===== config.mk =====
export PLATFORM = sky130hd
export DESIGN_NAME = rol_seq
export DESIGN_NICKNAME = d
export VERILOG_FILES = /design/src/rtl/rol_seq.sv
export SDC_FILE = /design/constraint.sdc
export NUM_CORES = 1
export LEC_CHECK = 0
export CAP_MARGIN = 20
export CORE_MARGIN = 2
export CORE_UTILIZATION = 52
export CTS_CLUSTER_DIAMETER = 100
export DETAILED_ROUTE_END_ITERATION = 8
export HOLD_SLACK_MARGIN = 0.06
export PLACE_DENSITY = 0.81
export SYNTH_ARGS = -nofsm -noshare
export SYNTH_HDL_FRONTEND = slang
export SYNTH_SLANG_ARGS = --single-unit

===== constraint.sdc =====
create_clock -name clk -period 4.85 [get_ports clk]
set_input_delay 0.7275 -clock clk [delete_from_list [all_inputs] [get_ports clk]]
set_output_delay 0.7275 -clock clk [all_outputs]
set_load 0.005 [all_outputs]

===== src/rtl/rol_seq.sv =====
// Sequential rotate-left unit with valid/ready handshakes.
// Optional ROL_FAST_EN build replaces the one-bit-per-clock loop with a single-cycle barrel rotate.
module rol_seq #(
  parameter int WIDTH = 4,
  parameter int AMT_W = 2
) (
  input  logic             clk,
  input  logic             rst_n,
  input  logic             in_valid,
  output logic             in_ready,
  input  logic [WIDTH-1:0] input_bits,
  input  logic             k1,
  input  logic             k2,
  output logic [WIDTH-1:0] output_bits,
  output logic             out_valid,
  input  logic             out_ready,
  output logic             busy
);

`ifdef ROL_FAST_EN
  typedef enum logic [1:0] {
    IDLE = 2'd0,
    DONE = 2'd2
  } state_t;
`else
  typedef enum logic [1:0] {
    IDLE = 2'd0,
    ROT  = 2'd1,
    DONE = 2'd2
  } state_t;
`endif

  localparam int MAX_STEPS = (2 ** AMT_W) - 1;

  state_t           state_r;
  logic [AMT_W-1:0] amt_s;

  assign amt_s = {k1, k2};

  // Amounts >= WIDTH still take single-bit steps, so the result is amount mod WIDTH.
  function automatic logic [WIDTH-1:0] rol_amt(input logic [WIDTH-1:0] w,
                                               input logic [AMT_W-1:0] a);
    logic [WIDTH-1:0] r;
    r = w;
    for (int i = 0; i < MAX_STEPS; i++) begin
      if (i < int'(a)) begin
        r = {r[WIDTH-2:0], r[WIDTH-1]};
      end else begin
        r = r;
      end
    end
    return r;
  endfunction

`ifdef ROL_FAST_EN
  // Control FSM and registered outputs: barrel rotate registered on accept.
  always_ff @(posedge clk or negedge rst_n) begin
    if (!rst_n) begin
      state_r     <= IDLE;
      output_bits <= {WIDTH{1'b0}};
      out_valid   <= 1'b0;
      in_ready    <= 1'b1;
      busy        <= 1'b0;
    end else begin
      case (state_r)
        IDLE: begin
          if (in_valid) begin
            output_bits <= rol_amt(input_bits, amt_s);
            state_r     <= DONE;
            out_valid   <= 1'b1;
            in_ready    <= 1'b0;
            busy        <= 1'b1;
          end
        end
        DONE: begin
          if (out_ready) begin
            state_r   <= IDLE;
            out_valid <= 1'b0;
            in_ready  <= 1'b1;
            busy      <= 1'b0;
          end
        end
        default: begin
          state_r   <= IDLE;
          out_valid <= 1'b0;
          in_ready  <= 1'b1;
          busy      <= 1'b0;
        end
      endcase
    end
  end
`else
  logic [WIDTH-1:0] data_r;
  logic [AMT_W-1:0] cnt_r;
  logic [WIDTH-1:0] rot1_s;

  assign rot1_s = rol_amt(data_r, AMT_W'(1));

  // Control FSM and registered outputs: one rotation per clock while in ROT.
  always_ff @(posedge clk or negedge rst_n) begin
    if (!rst_n) begin
      state_r     <= IDLE;
      data_r      <= {WIDTH{1'b0}};
      cnt_r       <= {AMT_W{1'b0}};
      output_bits <= {WIDTH{1'b0}};
      out_valid   <= 1'b0;
      in_ready    <= 1'b1;
      busy        <= 1'b0;
    end else begin
      case (state_r)
        IDLE: begin
          if (in_valid) begin
            data_r   <= input_bits;
            cnt_r    <= amt_s;
            in_ready <= 1'b0;
            busy     <= 1'b1;
            if (amt_s == {AMT_W{1'b0}}) begin
              state_r     <= DONE;
              output_bits <= input_bits;
              out_valid   <= 1'b1;
            end else begin
              state_r <= ROT;
            end
          end
        end
        ROT: begin
          data_r <= rot1_s;
          cnt_r  <= cnt_r - AMT_W'(1);
          // Result is published on the last step so it is stable for the whole DONE phase.
          if (cnt_r == AMT_W'(1)) begin
            state_r     <= DONE;
            output_bits <= rot1_s;
            out_valid   <= 1'b1;
          end
        end
        DONE: begin
          if (out_ready) begin
            state_r   <= IDLE;
            out_valid <= 1'b0;
            in_ready  <= 1'b1;
            busy      <= 1'b0;
          end
        end
        default: begin
          state_r   <= IDLE;
          cnt_r     <= {AMT_W{1'b0}};
          out_valid <= 1'b0;
          in_ready  <= 1'b1;
          busy      <= 1'b0;
        end
      endcase
    end
  end
`endif

endmodule

==> metrics <==
final period utilization=0.461; max cap viols=0; # diodes=0; Worst-Margin Slew=0.676 ns; CP arrival=2.41 ns; relative slew slack=0.548; commonest non-fill, non-tap cell in the layout=clkdlybuf4s50_1; Comb power frac=0.432; outcome=finished clean; critical-path cell list=clkdlybuf4s50_1 -> or4b_4 -> a21oi_4 -> mux2_2; clock sinks=15; Flop pwr share=0.450; total negative slack=0 ns; fin nets=103; final hold violation count=0; fmax=0.447 GHz; RSZ-0062 raised after global routing=false; Worst Path Max Fanout=8; CTS resizes=0; initial antenna violation count=0; dpl cell area=960 µm²; Cell Area, Synth=795 µm²; via count=609; Clock transition at path regs=0.08 ns; Antenna Nets Post-Route=0; Reg2Reg Launch Point=state_r[0]; IO Port Bufs=16; worst-skew pair later-pin latency=between 0.2 and 0.3 ns; Root Driver=clkbuf_4; critical path type=primary input to flop; Syn. warnings=0; Avg Inst Size Synth=10.6 µm²; Initial DRC Count=8; die area=0.00186 mm²; worst setup path startpoint=in_valid; PD cells=608 mW/mm²; HP Class=flop to flop; drt first pass iters=4; Top-Level Pins=17; endpoints failing setup=0; GRT Util Overall=0.180; largest area contributor in the netlist=dfrtp_1; GP Congestion=0.765; fin cells=about 110; CP max stage delay=~0.58 ns; CP max stage cell=clkdlybuf4s50_1; Slew Viols, Final=0; power share of the clock group=0.118; total CTS buffers=3; final wirelength=between 1000 and 1500 µm; fill count=127; crit end category=flop; TritonCTS clock tree=built; vias in the first global route=601; WHS=0.503 ns; Tmin final=2.24 ns; post-synthesis cell count=75; Critical Path Start Type=primary input; CP Buf/Inv Count=1; Pwr Total=600 µW; crit-path leading delay family=buffers and inverters; total grt overflow=0; first-pass GRT wire length=2550 µm; Via density=5.69; H-tree depth=1; Remaining DRCs=0; fin area=986 µm²; largest net degree at the start of global routing=24; Int Power=about 390 µW; LEAKAGE=0.000435 µW; flip-flop and latch count after synthesis=15; Netlist cell types=25; Area Overhead vs Synth=24.1%; Post-CTS Hold Buffers=0; post-synth top area share=0.441; Seq/Total Area, Yosys=0.474; Worst Hold Launch=cnt_r[1]; layout cells sized above 1=0.154; WL/cell=13.4 µm; dpl cells=103; Mapped Nets=86; CP Data Required Time=approximately 5.0 ns; core box area=approximately 0.0015 mm²; Clock Path Buffers=2; Setup Skew=0.00327 ns; Initial Util=0.540; most frequent cells in the layout=clkdlybuf4s50_1, dfrtp_1, mux2_2, a21oi_1; largest vdd supply drop=0.000311 V; Rows=14; dpl hpwl=1030 µm; Horiz. Die Dim=approximately 43 µm; dominant cells by area after synthesis=dfrtp_1, mux2_2, a21oi_1; Switching Power=213 µW; die height=43.1 µm; switching share of power=0.355; Setup Buffers After CTS=0
-- flip-flops by register name, indices dropped and copies added, names as in the netlist --
name	flops
in_ready	1
busy	1
state_r	2
data_r	4
cnt_r	2
out_valid	1
output_bits	4
-- Yosys cell counts --
cell type,count
o21ai_0,4
o22ai_1,1
ha_1,1
dfrtp_1,14
o2bb2ai_1,2
a21oi_4,1
and2b_1,3
nor3_1,2
inv_1,5
clkbuf_1,4
nor2b_1,3
a21oi_1,7
dfstp_2,1
o22a_1,1
a21o_1,2
mux2i_1,1
mux2_2,8
o32ai_1,1
o21a_1,1
and3b_1,1
or4b_4,1
nor2_1,5
nand2_1,1
o311a_1,1
a22oi_1,4
-- metal layers --
layer	vias to the layer above	share of wire	GRT usage
met1	287	0.46	0.247
met5	-	0	0
met2	14	0.48	0.287
met3	2	0.045	0.0340
met4	0	0.0098	0.0545
li1	306	-	-
-- per-stage QoR --
stage	setup WS (ns)	utilization
floorplan	2.93	-
global placement	2.32	0.652
detailed placement	2.31	0.652
CTS	2.61	0.670
global route	2.56	0.670
finish	2.61	0.670
-- power groups by stage --
stage / registers [µW] / clock network (µW) / logic, µW
3_5_place_dp: 272 / 0 / 262
3_3_place_gp: 270 / 0 / 257
4_1_cts: 270 / 72.5 / 263
5_1_grt: 283 / 78.0 / 289
6_report: 270 / 71.0 / 259
2_1_floorplan: 236 / 0 / 197
-- worst reg2reg max path, delay by kind of cell (launching register included) --
family             cells  cell delay, ns
AOI/OAI and AO/OA      1            0.23
DFF                    1            0.62
muxes                  1            0.35
and+or+nand+nor        1            0.66
-- final cells by class --
cell class | count | area (µm²) | area share
multi-input combinational | 51 | 384 | 0.390
sequential | 15 | 377 | 0.382
tap | 16 | 20.0 | 0.0203
clock buffer | 4 | 26.3 | 0.0266
timing repair buffer | 16 | 160 | 0.162
inverter | 5 | 18.8 | 0.0190
-- worst paths after layout --
path	end	slack, ns	cells past startpoint
max	output_bits[2]	2.61	4
min	cnt_r[1]	0.50	1
max reg2reg	output_bits[2]	2.88	3
min reg2reg	cnt_r[1]	0.50	1
max in group asynchronous	data_r[0]	3.59	1
min in group asynchronous	out_valid	0.84	1
-- logic make-up (layout without fill, tap and decap cells) --
family	count (synthesis)	after routing	share of synthesized area
AO/OA/AOI/OAI	25	25	0.220
buffers and inverters	9	25	0.0425
AND/OR/NAND/NOR	16	16	0.121
multiplexers	9	9	0.126
adder cells (fa/ha/maj)	1	1	0.0157
flip-flops	15	15	0.474
No activity file was read; power rests on OpenSTA's default activity.
